### src/rtl/gpr_rr_arbiter.sv
// Round-robin access controller for a shared 4-entry general-purpose register file.
// One single-beat read or write is granted per cycle; the response is registered and tagged with the owner.
module gpr_rr_arbiter #(
  parameter int NREQ = 4,
  parameter int DW   = 32,
  localparam int IW  = (NREQ > 1) ? $clog2(NREQ) : 1
) (
  input  logic                 i_clk,
  input  logic                 i_rst_n,
  input  logic [NREQ-1:0]      i_req,
  input  logic [NREQ-1:0]      i_we,
  input  logic [2*NREQ-1:0]    i_addr,
  input  logic [DW*NREQ-1:0]   i_wdata,
  output logic [NREQ-1:0]      o_gnt,
  output logic                 o_rsp_vld,
  output logic [IW-1:0]        o_rsp_id,
  output logic [DW-1:0]        o_rsp_data,
  output logic [IW-1:0]        o_ptr
);

  logic [DW-1:0]   gpr_q [4];
  logic [IW-1:0]   ptr_q;
  logic [IW-1:0]   ptr_d;
  logic            rsp_vld_q;
  logic [IW-1:0]   rsp_id_q;
  logic [DW-1:0]   rsp_data_q;

  logic            gnt_vld_s;
  logic [IW-1:0]   gnt_idx_s;
  logic [NREQ-1:0] gnt_s;
  logic            sel_we_s;
  logic [1:0]      sel_addr_s;
  logic [DW-1:0]   sel_wdata_s;
  int              k_v;
  logic [IW-1:0]   k_idx_s;

  // Priority search starting at ptr and wrapping; the grant is held off during reset
  always_comb begin
    gnt_vld_s = 1'b0;
    gnt_idx_s = '0;
    gnt_s     = '0;
    k_v       = 0;
    k_idx_s   = '0;
    for (int i = 0; i < NREQ; i++) begin
      k_v = int'(ptr_q) + i;
      if (k_v >= NREQ) begin
        k_v = k_v - NREQ;
      end else begin
        k_v = k_v;
      end
      k_idx_s = IW'(k_v);
      if (i_rst_n && !gnt_vld_s && i_req[k_idx_s]) begin
        gnt_vld_s = 1'b1;
        gnt_idx_s = k_idx_s;
      end else begin
        gnt_vld_s = gnt_vld_s;
      end
    end
    if (gnt_vld_s) begin
      gnt_s[gnt_idx_s] = 1'b1;
    end else begin
      gnt_s = '0;
    end
  end

  // Select the winning requester's access fields and compute the next pointer
  always_comb begin
    sel_we_s    = 1'b0;
    sel_addr_s  = 2'd0;
    sel_wdata_s = '0;
    for (int j = 0; j < NREQ; j++) begin
      if (gnt_s[j]) begin
        sel_we_s    = i_we[j];
        sel_addr_s  = i_addr[2*j +: 2];
        sel_wdata_s = i_wdata[DW*j +: DW];
      end else begin
        sel_we_s = sel_we_s;
      end
    end
    if (!gnt_vld_s) begin
      ptr_d = ptr_q;
    end else if (gnt_idx_s == IW'(NREQ - 1)) begin
      ptr_d = '0;
    end else begin
      ptr_d = gnt_idx_s + IW'(1);
    end
  end

  // Register file, pointer and response stage; reads see the pre-edge contents
  always_ff @(posedge i_clk) begin
    if (!i_rst_n) begin
      gpr_q[0]   <= DW'(1);
      gpr_q[1]   <= DW'(2);
      gpr_q[2]   <= DW'(3);
      gpr_q[3]   <= DW'(4);
      ptr_q      <= '0;
      rsp_vld_q  <= 1'b0;
      rsp_id_q   <= '0;
      rsp_data_q <= '0;
    end else begin
      ptr_q     <= ptr_d;
      rsp_vld_q <= gnt_vld_s;
      if (gnt_vld_s) begin
        rsp_id_q <= gnt_idx_s;
        if (sel_we_s) begin
          gpr_q[sel_addr_s] <= sel_wdata_s;
          rsp_data_q        <= sel_wdata_s;
        end else begin
          rsp_data_q <= gpr_q[sel_addr_s];
        end
      end else begin
        rsp_id_q <= rsp_id_q;
      end
    end
  end

  assign o_gnt      = gnt_s;
  assign o_rsp_vld  = rsp_vld_q;
  assign o_rsp_id   = rsp_id_q;
  assign o_rsp_data = rsp_data_q;
  assign o_ptr      = ptr_q;

endmodule

### config.mk
export PLATFORM = sky130hd
export DESIGN_NAME = gpr_rr_arbiter
export DESIGN_NICKNAME = d
export VERILOG_FILES = /design/src/rtl/gpr_rr_arbiter.sv
export SDC_FILE = /design/constraint.sdc
export NUM_CORES = 1
export LEC_CHECK = 0
export BUFFER_PORTS_ARGS = -buffer_cell sky130_fd_sc_hd__clkbuf_2
export CAP_MARGIN = 20
export CELL_PAD_IN_SITES_DETAIL_PLACEMENT = 1
export CELL_PAD_IN_SITES_GLOBAL_PLACEMENT = 1
export CORE_MARGIN = 2
export CORE_UTILIZATION = 45
export DETAILED_ROUTE_END_ITERATION = 8
export PLACE_DENSITY = 0.86
export SLEW_MARGIN = 0
export SYNTH_ARGS = -nofsm -noshare
export SYNTH_HDL_FRONTEND = slang
export SYNTH_SLANG_ARGS = --single-unit
### constraint.sdc
create_clock -name i_clk -period 9 [get_ports i_clk]
set_input_delay 1.8 -clock i_clk [delete_from_list [all_inputs] [get_ports i_clk]]
set_output_delay 1.8 -clock i_clk [all_outputs]
set_load 0.005 [all_outputs]
After elaboration in Yosys (flattened, before gate mapping). Memories as Yosys holds them, arrays and structs flattened. A register that Yosys moved wholly into a read port is not among the register bits. Cells that the tools add are included.

Memories kept: 1. Memory bits (writable): 128. Register bits after elaboration: 5. Word-level logic and storage cells: 80. Output and inout port bits: 41.

Reduce and logical (&&, ||, !) cells: 13. Equality and inequality tests: 1. Magnitude comparators: 10. Mux-type cells: 44. Add/sub/neg operators: 8.

Memory list: gpr_q (depth 4, width 32, read ports 1, clocked after memory_dff 1, write ports 4, line 21) `logic [DW-1:0] gpr_q [4];`.

Operators by type and width (number): $mux 32 (5); $reduce_or 32->1 (1); $mux 2 (14); $mux 1 (19); $lt 2x3->1 const B (5); $ge 3x3->1 const B (3); $bmux 1 s2 (4); $logic_and 1x1->1 (8); $sub 2x1->2 const B (4); $add 2x2->3 const B (2); $logic_not 1->1 (4); $mux 4 (1); $add 2x1->3 const B (1); $ge 2x3->1 const B (1); $add 2x1->2 const B (1); $demux 1 s2 (1); $eq 2x2->1 const B (1); $ge 2x1->1 const B (1).

Longest topological paths before layout. Gate-level depths: netlist of the first run.

Depth in word-level cells: 33. Gate-level depth with buffers: 16. Gate-level depth less buffers: 11.

Worst setup path before layout of the first run. Ideal clock, no wire load.

Kind: input-to-reg. From: input i_rst_n. To: memory gpr_q[3][0] (enable). Setup time: 0.470 ns. Required time: 8.530 ns. Stages: 10. Arrival time: 5.982 ns. Path slack: 2.548 ns. Cells stage by stage: clkbuf_1 > clkbuf_1 > nand2_1 > inv_1 > ha_1 > buf_6 > nor2_1 > a221oi_1 > nand2_1 > o31ai_1.

RTL lines: from (decl) (line 9) `input logic i_rst_n,`; to (decl) (line 21).

==> results.py, run 1 <==
metrics = {
    "die": {
        "die_area_mm2": 0.0203,
        "start_util_pct": 45.9,
        "die_w_um": 142,
        "die_h_um": 142,
        "row_count": 50,
        "core_region_area_mm2": 0.0188,
        "ioPinCount": 187,
    },
    "synth": {
        "post_synth.cell_area_avg_um2": 9.91,
        "synth_commonest_cells": "156 x nor2_1, 128 x edfxtp_1, 76 x clkbuf_1, 68 x inv_1, 64 x a221oi_1",
        "yosys.area.top_type": "edfxtp_1",
        "ys_warn_count": 0,
        "synth-edff-count": 128,
        "synth_flop_cell": "edfxtp_1",
        "ys_types": 45,
        "yosys-top-cells-area": "edfxtp_1 45%, dfxtp_1 8.6%, nor2_1 6.8%, a221oi_1 6.5%, a21boi_0 3.5%",
        "synth_cells": 869,
        "ys_async_sr_fraction_pct": 0,
        "synth_area_mm2": 0.00861,
        "ys_ff_latch": 165,
        "syn-num-nets": 1019,
        "synth_top_area_share_pct": 44.6,
        "yosysMostFrequentCell": "nor2_1",
        "yosysSeqAreaShare_pct": 53.2,
    },
    "place": {
        "dp.cells": 1213,
        "port_buffers": 186,
        "dp_hpwl_um": 17700,
        "gp_congestion": 0.790,
        "dpl_cell_area_mm2": 0.00962,
    },
    "finish": {
        "layoutNonFillerInstCount": 1245,
        "fin_nets": 1148,
        "layout-drive-gt1-share_pct": 24.6,
        "final_area_mm2": 0.0102,
        "diodes": 0,
        "syn2layout_area_growth_pct": 19.0,
        "fin_util_pct": 54.6,
    },
    "critical_path": {
        "ff2ff_setup_slack_ns": 3.80,
        "rr_endpoint": "gpr_q[2][10]",
        "cp_max_fo": 39,
        "arrival_ns": 6.40,
        "cp.required_ns": 9.06,
        "r2r_cells": 11,
        "path_class": "primary input to flip-flop",
        "crit_path_start": "i_req[0]",
        "cp-end-kind": "flip-flop",
        "rr_startpoint": "o_ptr[0]",
        "crit_path_start_kind": "primary input",
    },
    "clocking": {
        "clk_latency_ns": 0.43,
        "cts_buffer_depth": 2,
        "hold_buffers": 0,
        "h-tree-depth": 4,
        "clk_pin_slew_worst_paths_ns": 0.06,
        "cts_made_buffers": 17,
        "cts-root-buf": "clkbuf_16",
        "clock-sinks": 165,
        "post_cts_buffers": 0,
        "cts_tree": "built",
        "cts_resized": 0,
    },
    "min_path": {
        "hp-start": "o_rsp_id[0]",
        "hold-path-cell-count": 2,
        "min_to": "o_rsp_id[0]",
        "hold_path_class": "flip-flop to flip-flop",
    },
    "power_and_ir_drop": {
        "power_density_mw_per_mm2": 211,
        "power_leakage_nw": 4.19,
        "ir_worst_vdd_v": 0.000138,
    },
    "timing": {
        "clock.fmax_ghz": 0.158,
        "final-hold-violation-count": 0,
        "tightestPinTransition_ns": 1.02,
        "rsz0062_at_grt": "no",
        "setup_viol": 0,
        "slew_viol_final": 0,
        "fin_setup_tns_ns": 0,
        "max-slew-margin-rel_pct": 31.5,
        "fin_crit_sh_pct": 70.4,
        "layout_min_cycle_time_ns": 6.34,
        "skew_ns": 0.00763,
    },
    "detailed_routing": {
        "vias_per_cell": 6.23,
        "totalWireLength_um": 29000,
        "routedWlPerCell_um": 23.3,
        "drc": 0,
        "drt_first_pass_iters": 5,
        "vias": 7762,
        "drtIter0Drc": 617,
        "ant_nets": 0,
    },
    "grt": {
        "grt_overflow": 0,
        "grt_pass1_vias": 8180,
        "track_usage_pct": 29.0,
        "grt_pass1_wl_um": 44400,
        "grt_max_degree": 99,
        "antenna_found_initial": 0,
    },
    "outcome": {
        "outcome": "completed",
    },
    "flow_run": {
        "drv_cap": 0,
    },
}
==> final cells by class <==
| class | count | area (µm²) |
|---|---|---|
| inverters | 69 | 260 |
| clock buffers | 23 | 478 |
| flip-flops and latches | 165 | 4580 |
| repair buffers | 202 | 1050 |
| clock inverters | 9 | 149 |
| well taps | 234 | 293 |
| multi-input cells | 543 | 3430 |
| fillers | 2112 | 8520 |
==> how the worst max path moves through the flow <==
stage,end,cells after the start
floorplan,gpr_q[3][0],10
global placement,gpr_q[0][5],12
detailed placement,gpr_q[2][19],12
CTS,gpr_q[2][30],12
global route,gpr_q[2][31],12
finish,gpr_q[2][10],12
==> per-stage QoR <==
| stage | hold slack (ns) | power [mW] | setup WS, ns |
|---|---|---|---|
| 2_1_floorplan | 0.460 | 1.21 | 2.55 |
| 3_3_place_gp | 0.456 | 1.36 | 2.50 |
| 3_5_place_dp | 0.476 | 1.38 | 2.23 |
| 4_1_cts | 0.485 | 2.16 | 2.65 |
| 5_1_grt | 0.534 | 2.24 | 2.40 |
| 6_report | 0.484 | 2.16 | 2.66 |
==> flip-flops by register name, indices dropped and copies added, names as in the netlist <==
name and flops:
o_ptr 2, o_rsp_id 2, o_rsp_data 32, gpr_q 128
o_rsp_vld 1
==> worst max-delay path, stage by stage <==
cell      delay [ns]
clkbuf_2        0.14
nor2b_1         0.17
a21oi_1         0.14
nor2_1          0.08
a211oi_1        0.34
and2_1          0.21
ha_2            0.81
nor2b_4         0.39
a221o_1         0.70
and2_4          0.41
or3_1           0.44
nand2_2         0.71
==> layer usage <==
layer	up-vias	global-route usage [%]	wire, µm
met1	3847	34.9	11500
met3	78	4.44	1700
met5	-	0	0
met2	338	50.8	14900
met4	0	14.1	982
li1	3499	-	-
==> cell usage in the layout (no fill, tap or decap), types with 2 or more instances in the layout <==
cell type / count
dfxtp_1: 37
a21oi_1: 36
buf_4: 16
inv_1: 68
clkinvlp_4: 2
nor2_2: 4
nand2b_1: 6
ha_2: 3
and3_1: 35
clkbuf_1: 3
a21boi_0: 40
nand2_1: 42
clkbuf_8: 3
o32ai_1: 31
a211o_1: 2
bufinv_16: 4
clkinv_2: 3
clkbuf_2: 186
clkbuf_16: 17
a221oi_1: 63
or3_1: 3
a221o_1: 3
nand2_2: 3
o221ai_1: 31
o21ai_1: 2
a21boi_1: 24
o211ai_1: 32
edfxtp_1: 128
nor2_1: 156
nor2b_1: 2
==> cell families after synthesis <==
kind of cell | Yosys count | share of synthesized area, %
adders and majority gates | 4 | 0.581
AOI/OAI and AO/OA | 276 | 25.0
and+or+nand+nor | 263 | 13.3
buffers and inverters | 161 | 7.83
DFF | 165 | 53.2
==> report_power, final <==
part           internal [mW]  switching, mW
Sequential             0.889         0.0272
Clock                  0.485          0.300
Combinational          0.155          0.306
Total                   1.53          0.633
Power figures use the tool's default switching activity.
==> run 2: changes to the inputs <==
- CORE_UTILIZATION: 45 -> 42
- PLACE_DENSITY: 0.86 -> 0.81
- clock period: 9 -> 5.85 ns (I/O delays scaled with it)
==> run 2 against run 1 <==
Net effect:
- via count decreased by 1.1%
- cell area increased by 0.26%
- clock power increased by 29%
- sequential power increased by 54%
==> results.py, run 2 (synthesized netlist as in run 1, its figures left out) <==
metrics = {
    "clocking": {
        "clk_latency_ns": 0.43,
        "hold_buffers": 0,
        "clock-sinks": 165,
        "cts_buffer_depth": 2,
        "cts_resized": 0,
        "clk_pin_slew_worst_paths_ns": 0.06,
        "h-tree-depth": 4,
        "post_cts_buffers": 0,
        "cts_made_buffers": 17,
        "cts_tree": "built",
        "cts-root-buf": "clkbuf_16",
    },
    "detailed_routing": {
        "drc": 0,
        "totalWireLength_um": 28200,
        "vias": 7675,
        "routedWlPerCell_um": 21.8,
        "drtIter0Drc": 569,
        "drt_first_pass_iters": 5,
        "vias_per_cell": 5.95,
        "ant_nets": 0,
    },
    "timing": {
        "rsz0062_at_grt": "no",
        "slew_viol_final": 0,
        "setup_viol": 0,
        "skew_ns": 0.00711,
        "tightestPinTransition_ns": 1.03,
        "fin_crit_sh_pct": 84.4,
        "layout_min_cycle_time_ns": 4.94,
        "clock.fmax_ghz": 0.203,
        "max-slew-margin-rel_pct": 31.3,
        "fin_setup_tns_ns": 0,
        "final-hold-violation-count": 0,
    },
    "grt": {
        "track_usage_pct": 26.2,
        "grt_max_degree": 102,
        "grt_pass1_vias": 8155,
        "antenna_found_initial": 0,
        "grt_pass1_wl_um": 44100,
        "grt_overflow": 0,
    },
    "die": {
        "row_count": 52,
        "core_region_area_mm2": 0.0202,
        "die_w_um": 147,
        "ioPinCount": 187,
        "start_util_pct": 42.7,
        "die_area_mm2": 0.0217,
        "die_h_um": 147,
    },
    "critical_path": {
        "path_class": "primary input to flip-flop",
        "path_cells": "clkbuf_2 > nor2b_1 > a21oi_1 > nor2_1 > a211oi_1 > and2_1 > ha_2 > a221o_1 > buf_4 > nand2_1 > or3_1 > nand2_2",
        "worst-path-buf-inv": 2,
        "cp.required_ns": 5.90,
        "arrival_ns": 4.98,
        "crit_path_start": "i_req[0]",
        "critPathSlowestCell": "nand2_2",
        "max_stage_delay_ns": 0.76,
        "crit_path_start_kind": "primary input",
        "cp_max_fo": 32,
        "cp_top_family": "simple AND/OR/NAND/NOR gates",
        "cp-end-kind": "flip-flop",
        "rr_startpoint": "o_ptr[0]",
    },
    "finish": {
        "layout-drive-gt1-share_pct": 25.8,
        "largest_register": "gpr_q",
        "largest_reg_flops": 128,
        "layout_common_cells": "186 x clkbuf_2, 156 x nor2_1, 128 x edfxtp_1",
        "fin_nets": 1158,
        "diodes": 0,
        "layout_commonest_cell": "clkbuf_2",
        "fillers": 2318,
        "syn2layout_area_growth_pct": 19.3,
    },
    "flow_run": {
        "drv_cap": 0,
    },
    "outcome": {
        "outcome": "completed",
    },
    "place": {
        "port_buffers": 186,
        "gp_congestion": 0.821,
        "dp_hpwl_um": 18200,
    },
    "min_path": {
        "hold_path_class": "flip-flop to flip-flop",
        "hp-start": "o_rsp_id[0]",
    },
    "power_and_ir_drop": {
        "p_int_mw": 2.17,
        "swShare_pct": 30.9,
        "pwr-share-clk_pct": 32.3,
        "seq_power_share_pct": 44.8,
        "power_mw": 3.14,
        "ir_worst_vdd_v": 0.000208,
        "pwr-share-comb_pct": 22.9,
        "power_density_mw_per_mm2": 306,
        "power.switching_uw": 972,
        "power_leakage_nw": 4.19,
    },
}
## run 2: changes by cell type in the layout (fill, tap and decap cells not counted), sizes merged
cell / before / now
buf: 16 / 25
bufinv: 4 / 0
clkbuf: 209 / 207
clkinv: 4 / 7
clkinvlp: 2 / 5
inv: 68 / 69
## run 2: final cells by class
cell class | instances | area [µm²] | share of cell area [%]
flip-flops and latches | 165 | 4580 | 44.6
multi-input cells | 543 | 3430 | 33.4
clock inverters | 12 | 82.6 | 0.804
clock buffers | 20 | 447 | 4.35
inverters | 69 | 260 | 2.53
repair buffers | 212 | 1130 | 11.0
well taps | 270 | 338 | 3.29
## run 2: path summary, 6_finish.rpt
| kind | end | slack (ns) | cells after the start |
|---|---|---|---|
| worst max register to register | gpr_q[1][14] | 1.45 | 11 |
| worst max-delay path | gpr_q[1][14] | 0.91 | 12 |
| worst min-delay path | o_rsp_id[0] | 0.47 | 2 |
| worst min register to register | o_rsp_id[0] | 0.47 | 2 |
## run 2: per-layer routing
metal | wire (µm) | up-vias | share of wire (%) | global-route usage (%)
li1 | - | 3508 | - | -
met3 | 1360 | 53 | 4.8 | 3.88
met5 | 0 | - | 0 | 0
met4 | 760 | 0 | 2.7 | 10.8
met1 | 11300 | 3863 | 40 | 31.2
met2 | 14700 | 251 | 52 | 47.4
## run 2: worst min-delay path: stages (launching register included)
cell and delay (ns):
dfxtp_1 0.31, nand2_1 0.05, a21boi_0 0.07
## run 2: power groups by stage
stage	clock network [mW]	logic [mW]	registers (mW)
after global routing	1.07	0.784	1.42
after global placement	0	0.691	1.42
final	1.01	0.721	1.41
after detailed placement	0	0.713	1.43
after floorplan	0	0.434	1.42
after CTS	1.02	0.719	1.41
## run 2: metrics by stage
step	utilization [%]	setup slack (ns)	cells	hold slack, ns	cell area [µm²]
after CTS	50.9	0.950	1290	0.478	10300
after detailed placement	48.3	0.500	1258	0.470	9740
after global routing	50.9	0.697	1291	0.515	10300
after global placement	48.3	0.731	1258	0.458	9740
after floorplan	-	0.0279	869	0.460	8610
final	50.9	0.913	1291	0.472	10300
